===== config.mk =====
export PLATFORM = sky130hd
export DESIGN_NAME = pc_unit
export DESIGN_NICKNAME = d
export VERILOG_FILES = /design/src/rtl/pc_pkg.sv /design/src/rtl/pc_ras.sv /design/src/rtl/pc_unit.sv
export SDC_FILE = /design/constraint.sdc
export NUM_CORES = 1
export LEC_CHECK = 0
export CAP_MARGIN = 0
export CORE_MARGIN = 2
export CORE_UTILIZATION = 64
export DETAILED_ROUTE_END_ITERATION = 6
export DONT_BUFFER_PORTS = 1
export MAX_ROUTING_LAYER = met4
export PLACE_DENSITY = 0.8
export SKIP_CTS_REPAIR_TIMING = 1
export SLEW_MARGIN = 20
export SYNTH_ARGS = -nofsm -noshare
export SYNTH_HDL_FRONTEND = slang
export SYNTH_SLANG_ARGS = --single-unit

===== constraint.sdc =====
create_clock -name clk -period 2.41 [get_ports clk]
set_input_delay 0.3615 -clock clk [delete_from_list [all_inputs] [get_ports clk]]
set_output_delay 0.3615 -clock clk [all_outputs]
set_load 0.005 [all_outputs]

===== src/rtl/pc_pkg.sv =====
// pc_pkg: shared definitions for the program-counter unit.
//   OP_W      : width of the pc_unit op field
//   pc_op_e   : op encodings (5..7 are reserved and behave as hold)
package pc_pkg;

  localparam int OP_W = 3;

  typedef enum logic [OP_W-1:0] {
    PC_OP_SEQ  = 3'd0,
    PC_OP_BR   = 3'd1,
    PC_OP_JMP  = 3'd2,
    PC_OP_CALL = 3'd3,
    PC_OP_RET  = 3'd4
  } pc_op_e;

endpackage


===== src/rtl/pc_ras.sv =====
// pc_ras: circular return-address stack.
//   clk, rst_n : clock, async active-low reset (clears count/pointer only)
//   push       : write push_data on top; when full the oldest entry is
//                overwritten and the count saturates at DEPTH
//   pop        : drop the top entry (ignored when empty)
//   push_data  : address to push
//   top_data   : current top-of-stack entry (valid when !empty)
//   empty/full : count == 0 / count == DEPTH
// DEPTH must be a power of two so the pointer wraps naturally.
module pc_ras #(
  parameter int DEPTH = 4,
  parameter int WIDTH = 10
) (
  input  logic             clk,
  input  logic             rst_n,
  input  logic             push,
  input  logic             pop,
  input  logic [WIDTH-1:0] push_data,
  output logic [WIDTH-1:0] top_data,
  output logic             empty,
  output logic             full
);

  localparam int PW = $clog2(DEPTH);
  localparam int CW = PW + 1;

  logic [DEPTH-1:0][WIDTH-1:0] mem_q;
  logic [PW-1:0]               wr_ptr_q, wr_ptr_d, top_idx;
  logic [CW-1:0]               cnt_q, cnt_d;

  assign empty    = (cnt_q == '0);
  assign full     = (cnt_q == CW'(DEPTH));
  assign top_idx  = wr_ptr_q - PW'(1);
  assign top_data = mem_q[top_idx];

  // wr_ptr points at the next free slot; once full it points at the oldest
  // entry, so a push there is exactly the overwrite-oldest behaviour.
  always_comb begin
    wr_ptr_d = wr_ptr_q;
    cnt_d    = cnt_q;
    if (push) begin
      wr_ptr_d = wr_ptr_q + PW'(1);
      if (!full) cnt_d = cnt_q + CW'(1);
    end else if (pop && !empty) begin
      wr_ptr_d = wr_ptr_q - PW'(1);
      cnt_d    = cnt_q - CW'(1);
    end
  end

  always_ff @(posedge clk or negedge rst_n) begin
    if (!rst_n) begin
      wr_ptr_q <= '0;
      cnt_q    <= '0;
    end else begin
      wr_ptr_q <= wr_ptr_d;
      cnt_q    <= cnt_d;
    end
  end

  // Storage needs no reset: entries are only read while count > 0.
  always_ff @(posedge clk) begin
    if (push) mem_q[wr_ptr_q] <= push_data;
  end

endmodule


===== src/rtl/pc_unit.sv =====
// pc_unit: fetch-stage program counter with branch/jump/call/return.
//   clk, rst_n   : clock, async active-low reset (pc <- RESET_PC)
//   en           : advance enable; low holds pc, stack and flags
//   op           : SEQ/BR/JMP/CALL/RET (pc_pkg), 5..7 hold
//   decr, diff   : BR direction and unsigned magnitude
//   target       : JMP/CALL destination
//   err_clr      : clears sticky ras_ovf/ras_unf (independent of en)
//   pc, pc_plus1 : registered PC and PC+1
//   ras_empty/full/ovf/unf : stack status and sticky error flags
// Build option: define PC_RAS_EN to include the return-address stack.
// Without it CALL acts as JMP, RET as SEQ, and status outputs are constant.
module pc_unit
  import pc_pkg::*;
#(
  parameter int                ADDR_W    = 10,
  parameter int                DISP_W    = 10,
  parameter int                RAS_DEPTH = 4,
  parameter logic [ADDR_W-1:0] RESET_PC  = '0
) (
  input  logic              clk,
  input  logic              rst_n,
  input  logic              en,
  input  logic [OP_W-1:0]   op,
  input  logic              decr,
  input  logic [DISP_W-1:0] diff,
  input  logic [ADDR_W-1:0] target,
  input  logic              err_clr,
  output logic [ADDR_W-1:0] pc,
  output logic [ADDR_W-1:0] pc_plus1,
  output logic              ras_empty,
  output logic              ras_full,
  output logic              ras_ovf,
  output logic              ras_unf
);

  logic [ADDR_W-1:0] pc_q, pc_d;
  logic [ADDR_W-1:0] pc_inc, br_off, br_sum;

  // All arithmetic wraps modulo 2^ADDR_W by construction.
  assign pc_inc   = pc_q + ADDR_W'(1);
  assign br_off   = ADDR_W'(diff);
  assign br_sum   = decr ? (pc_q - br_off) : (pc_q + br_off);
  assign pc       = pc_q;
  assign pc_plus1 = pc_inc;

`ifdef PC_RAS_EN
  logic              ras_push, ras_pop, ret_unf;
  logic              st_empty, st_full;
  logic [ADDR_W-1:0] ras_top;
  logic              ovf_q, ovf_d, unf_q, unf_d;

  assign ras_push = en && (op == PC_OP_CALL);
  assign ret_unf  = en && (op == PC_OP_RET) && st_empty;
  assign ras_pop  = en && (op == PC_OP_RET) && !st_empty;

  pc_ras #(
    .DEPTH (RAS_DEPTH),
    .WIDTH (ADDR_W)
  ) u_ras (
    .clk       (clk),
    .rst_n     (rst_n),
    .push      (ras_push),
    .pop       (ras_pop),
    .push_data (pc_inc),
    .top_data  (ras_top),
    .empty     (st_empty),
    .full      (st_full)
  );

  // Setting event beats a same-cycle clear.
  always_comb begin
    ovf_d = (ovf_q && !err_clr) || (ras_push && st_full);
    unf_d = (unf_q && !err_clr) || ret_unf;
  end

  always_ff @(posedge clk or negedge rst_n) begin
    if (!rst_n) begin
      ovf_q <= 1'b0;
      unf_q <= 1'b0;
    end else begin
      ovf_q <= ovf_d;
      unf_q <= unf_d;
    end
  end

  assign ras_empty = st_empty;
  assign ras_full  = st_full;
  assign ras_ovf   = ovf_q;
  assign ras_unf   = unf_q;
`else
  logic unused_err_clr;
  assign unused_err_clr = err_clr;
  assign ras_empty      = 1'b1;
  assign ras_full       = 1'b0;
  assign ras_ovf        = 1'b0;
  assign ras_unf        = 1'b0;
`endif

  always_comb begin
    pc_d = pc_q;
    if (en) begin
      case (op)
        PC_OP_SEQ:             pc_d = pc_inc;
        PC_OP_BR:              pc_d = br_sum;
        PC_OP_JMP, PC_OP_CALL: pc_d = target;
`ifdef PC_RAS_EN
        PC_OP_RET:             pc_d = st_empty ? pc_inc : ras_top;
`else
        PC_OP_RET:             pc_d = pc_inc;
`endif
        default:               pc_d = pc_q;
      endcase
    end
  end

  always_ff @(posedge clk or negedge rst_n) begin
    if (!rst_n) pc_q <= RESET_PC;
    else        pc_q <= pc_d;
  end

endmodule


==> impl_metrics.py, run 1 <==
metrics = {
    "logic_synthesis": {
        "synth_cells": 189,
        "synthArstFlopShare": 1.000,
        "netlist-cell-type-count": 38,
        "synth_edf_count": 0,
        "synthFlopType": "dfrtp_1",
        "ys_ff_latch": 10,
        "synth_area_um2": 1405,
        "seq_area_frac_synth": 0.1781,
        "ys_warn_count": 0,
        "syn_area_per_cell_um2": 7.434,
    },
    "timing": {
        "setup_viol_count_final": 0,
        "fin_skew_ns": 0.009683,
        "max_freq_mhz": 445.8,
        "period_share": 0.9309,
        "rsz0062_at_grt": "false",
        "slew_violations": 0,
        "finalHoldViolCount": 0,
        "period_needed_ns": 2.243,
        "whs_ns": 0.1893,
    },
    "detailed_routing": {
        "via_count": 1439,
        "dr.pass1.iters": 4,
        "avgRoutedWirePerCell_um": 17.10,
        "postRouteWirelength_mm": 3.710,
        "ant_nets": 0,
        "viasPerCell": 6.631,
        "drc": 0,
        "drtIter0Drc": 40,
    },
    "setup_path": {
        "cp_slowest_stage_delay_ns": 0.40,
        "crit_chain": "inv_1, ha_1, inv_1, fa_1, a21o_1, a21oi_1, nand2b_1, a31oi_1, xnor2_1, o21ai_0",
        "path_max_fanout": 3,
        "cp.arrival_ns": 2.39,
        "cp_common_cell": "inv_1",
        "worstSetupStartpointType": "flip-flop",
        "end_kind": "flip-flop",
        "crit_slowest_cell": "fa_1",
        "crit_required_ns": 2.56,
        "worstSetupPathType": "reg2reg",
    },
    "place": {
        "placed_area_um2": 1423,
        "place.gp.congestion": 0.9202,
        "numPortBuffers": 0,
        "hpwl_mm": 2.964,
    },
    "final_layout": {
        "fin_nets": 232,
        "largest_reg_flops": 10,
        "design_area_um2": 1455,
        "syn_to_final_growth_pct": 3.562,
        "layout_common_cells": "nor2_1, xnor2_1, o21ai_0, a21oi_1, nand2_1",
        "seq_area_um2": 250.2,
        "drive_gt1_frac": 0.07368,
        "multi_input_area_um2": 1064,
        "antenna_cells": 0,
        "utilization": 0.7197,
        "final_common_cell": "nor2_1",
        "fillers": 174,
    },
    "global_route": {
        "antenna_found_initial": 0,
        "track_usage": 0.3073,
        "grt_max_degree": 12,
        "grt_pass1_vias": 1401,
        "grt_pass1_wl_mm": 5.968,
        "gr-total-overflow": 0,
    },
    "power_and_ir_drop": {
        "irDropWorstVdd_v": 0.0006986,
        "power_density_nw_per_um2": 1029,
        "p_total_uw": 1498,
        "leakage_uw": 0.0006213,
    },
    "floorplanning": {
        "dieArea_um2": 2586,
        "rows": 16,
        "core_area_um2": 2022,
        "fp.dieW_um": 50.86,
        "initial_core_util": 0.6949,
        "io_pins": 52,
        "fp.dieH_um": 50.86,
    },
    "cts": {
        "clk_latency_ns": 0.27,
        "cts_tree": "done",
        "root_buffer": "clkbuf_4",
        "clock_path_buffers": 2,
        "htreeDepth": 1,
        "cts_buffers": 3,
        "cts.sinks": 10,
        "clk_pin_slew_ns": 0.07,
    },
    "min_path": {
        "worstHoldPathType": "in2reg",
    },
    "run_status": {
        "status": "complete, no violations",
    },
    "run": {
        "maxCapViolations": 0,
    },
}
==> through the flow <==
stage	TNS, ns	instances	setup slack, ns
floorplan	0	191	0.1246
finish	0	217	0.1666
detailed placement	-0.05308	213	-0.05308
CTS	0	216	0.1772
global route	0	217	0.03435
global placement	0	213	0.02378
==> cell usage after synthesis (5+ instances only) <==
library cell,number,area (um2)
nor2_1,20,75.07
xnor2_1,18,157.7
o21ai_0,16,80.08
a21oi_1,13,65.06
nand2_1,13,48.80
ha_1,11,137.6
dfrtp_1,10,250.2
a31oi_1,9,56.30
inv_1,8,30.03
nand3_1,8,40.04
a22oi_1,6,45.04
nor2b_1,5,31.28
xor2_1,5,43.79
==> layout make-up <==
type	count	area share
Sequential cell	10	0.1720
Tap cell	27	0.02322
Inverter	8	0.02064
Timing Repair Buffer	7	0.03783
Multi-Input combinational cell	162	0.7309
Clock buffer	3	0.01548
==> critical path, delay by kind of cell (launching register included) <==
family / cells / cell delay, ns
DFF: 1 / 0.37
AOI/OAI and AO/OA: 4 / 0.59
and+or+nand+nor: 1 / 0.20
xor gates and xnor gates: 1 / 0.19
adders and majority gates: 2 / 0.59
buffers and inverters: 2 / 0.18
==> cell families after synthesis <==
group,synth area share
buffers and inverters,0.07035
xor gates and xnor gates,0.1549
other,0.005345
muxes,0.007124
DFF,0.1781
adders and majority gates,0.1122
AOI/OAI and AO/OA,0.2386
and+or+nand+nor,0.2333
==> final timing paths <==
check,from,to,slack [ns],cells past startpoint
hold / removal,en,pc[5]$_DFFE_PN0P_,0.19,1
setup / recovery,pc[0]$_DFFE_PN0P_,pc[8]$_DFFE_PN0P_,0.17,10
max in group asynchronous,rst_n,pc[0]$_DFFE_PN0P_,1.59,1
min in group asynchronous,rst_n,pc[8]$_DFFE_PN0P_,0.48,1
setup reg to reg,pc[0]$_DFFE_PN0P_,pc[8]$_DFFE_PN0P_,0.17,10
hold reg to reg,pc[4]$_DFFE_PN0P_,pc[4]$_DFFE_PN0P_,0.66,2
==> where the power goes <==
group	switching [uW]	total, uW	internal (uW)
clock network	59.6	117	57.7
registers	147	387	240
logic	540	993	453
total	746	1500	751
==> metal layers <==
| metal | GRT usage | vias up | part of all wire | wire length [um] |
|---|---|---|---|---|
| met1 | 0.3505 | 685 | 0.39 | 1453 |
| met2 | 0.5526 | 77 | 0.50 | 1871 |
| met4 | 0.07207 | 0 | 0.014 | 51 |
| li1 | - | 669 | - | - |
| met3 | 0.06433 | 8 | 0.090 | 334 |
| met5 | - | - | 0 | 0 |
Power figures use the tool's default switching activity.
==> run 2: changes to the inputs <==
- CELL_PAD_IN_SITES_DETAIL_PLACEMENT: not set -> 1
- CELL_PAD_IN_SITES_GLOBAL_PLACEMENT: not set -> 2
- CORE_UTILIZATION: 64 -> 34
- GPL_TIMING_DRIVEN: not set -> 0
- PLACE_DENSITY: 0.8 -> not set
- PLACE_DENSITY_LB_ADDON: not set -> 0.1
==> run 2 against run 1 <==
Fmax is 1.6% higher. First-iteration DRC count is 28% lower. Worst setup slack gained 0.036 ns. Cell area increased by 6.4%. Worst hold slack better by 0.18 ns.
==> impl_metrics.py, run 2 (synthesis gave the netlist of run 1 again) <==
metrics = {
    "place": {
        "dp.cells": 241,
        "hpwl_mm": 3.490,
        "numPortBuffers": 0,
        "place.gp.congestion": 0.7843,
    },
    "final_layout": {
        "largest_reg_flops": 10,
        "fin_nets": 237,
        "final_common_cell": "nor2_1",
        "stdcell_count": 245,
        "antenna_cells": 0,
        "syn_to_final_growth_pct": 10.15,
        "drive_gt1_frac": 0.1231,
        "layout_common_cells": "nor2_1, xnor2_1, o21ai_0, nand2_1, a21oi_1",
    },
    "timing": {
        "max_freq_mhz": 452.9,
        "slew_headroom": 0.5564,
        "fin_skew_ns": 0.004536,
        "finalHoldViolCount": 0,
        "slew_violations": 0,
        "tns_ns": 0,
        "period_needed_ns": 2.208,
        "rsz0062_at_grt": "false",
        "setup_viol_count_final": 0,
        "worst_pin_slew_ns": 0.6629,
        "period_share": 0.9161,
    },
    "detailed_routing": {
        "via_count": 1366,
        "postRouteWirelength_mm": 4.188,
        "dr.pass1.iters": 4,
        "drc": 0,
        "avgRoutedWirePerCell_um": 17.09,
        "ant_nets": 0,
        "drtIter0Drc": 29,
        "viasPerCell": 5.576,
    },
    "setup_path": {
        "timing.rr.end": "pc[8]$_DFFE_PN0P_",
        "critPathCapture": "pc[7]$_DFFE_PN0P_",
        "timing.rr.start": "pc[0]$_DFFE_PN0P_",
        "startpoint": "diff[0]",
        "reg2reg_slack_ns": 0.24,
        "crit_required_ns": 2.52,
        "cp.arrival_ns": 2.32,
        "worstSetupPathType": "in2reg",
        "path_max_fanout": 5,
        "worstSetupStartpointType": "input port",
        "end_kind": "flip-flop",
        "reg2regPathDepth": 10,
    },
    "run_status": {
        "status": "complete, no violations",
    },
    "power_and_ir_drop": {
        "leakage_uw": 0.0006458,
        "power_density_nw_per_um2": 1005,
        "irDropWorstVdd_v": 0.0004397,
    },
    "cts": {
        "root_buffer": "clkbuf_8",
        "clk_pin_slew_ns": 0.05,
        "cts_tree": "done",
        "cts.sinks": 10,
        "clock_path_buffers": 2,
        "clk_latency_ns": 0.23,
        "cts_buffers": 3,
        "htreeDepth": 1,
    },
    "floorplanning": {
        "io_pins": 52,
        "rows": 23,
        "fp.dieH_um": 68.29,
        "initial_core_util": 0.3513,
        "dieArea_um2": 4663,
        "core_area_um2": 4000,
        "fp.dieW_um": 68.29,
    },
    "global_route": {
        "grt_pass1_wl_mm": 6.803,
        "gr-total-overflow": 0,
        "grt_pass1_vias": 1376,
        "antenna_found_initial": 0,
        "track_usage": 0.1992,
        "grt_max_degree": 11,
    },
    "min_path": {
        "whs_path_depth": 2,
        "worstHoldPathType": "in2reg",
    },
    "run": {
        "maxCapViolations": 0,
    },
}
run 2: metrics by stage:
stage | setup slack, ns | hold slack, ns | power [uW] | utilization | cell area, um2
after CTS | -0.02348 | -0.1860 | 1543 | 0.3791 | 1516
after global placement | -0.01305 | 0.06620 | 1325 | 0.3688 | 1475
after detailed placement | -0.08952 | 0.06620 | 1363 | 0.3688 | 1475
after global routing | 0.02258 | 0.3983 | 1729 | 0.3869 | 1548
final | 0.2021 | 0.3703 | 1555 | 0.3869 | 1548
after floorplan | 0.1246 | 0.06591 | 1111 | - | 1413
run 2: layout make-up:
class | count | area (um2)
Multi-Input combinational cell | 162 | 1084
Sequential cell | 10 | 251.5
Inverter | 8 | 30.03
Tap cell | 50 | 62.56
Fill cell | 498 | 2452
Buffer | 11 | 68.82
Clock buffer | 3 | 41.29
Timing Repair Buffer | 1 | 10.01
run 2: power by group:
part | leakage (uW) | internal [uW] | total [uW] | switching [uW]
Combinational | 0.000513 | 439 | 946 | 507
Clock | 0.0000216 | 109 | 174 | 64.9
Sequential | 0.000111 | 242 | 435 | 193
Total | 0.000646 | 791 | 1560 | 764
run 2: per-layer routing:
metal / up-vias / global-route usage / part of all wire
met4: 0 / 0.02250 / 0.0041
li1: 678 / - / -
met3: 2 / 0.04770 / 0.046
met1: 656 / 0.2656 / 0.46
met2: 30 / 0.3155 / 0.49
met5: - / - / 0
run 2: worst min-delay path by stage:
| stage | end | start | slack, ns |
|---|---|---|---|
| after floorplan | pc[0]$_DFFE_PN0P_ | rst_n | 0.07 |
| after global placement | pc[8]$_DFFE_PN0P_ | rst_n | 0.07 |
| after detailed placement | pc[8]$_DFFE_PN0P_ | rst_n | 0.07 |
| after CTS | pc[8]$_DFFE_PN0P_ | rst_n | -0.19 |
| after global routing | pc[4]$_DFFE_PN0P_ | target[4] | 0.40 |
| final | pc[0]$_DFFE_PN0P_ | target[0] | 0.37 |
run 2: critical path, stage by stage:
cell,delay (ns)
inv_1,0.04
ha_1,0.29
mux2i_2,0.23
ha_1,0.27
nor2b_1,0.12
o21ai_0,0.19
o21ai_0,0.26
a31oi_1,0.26
xor2_1,0.19
o22ai_1,0.10
==> run 3: changes to the inputs <==
- SLEW_MARGIN: 20 -> not set
==> results of run 3 <==
The final DEF is identical to that of run 2; final timing and power are the same.
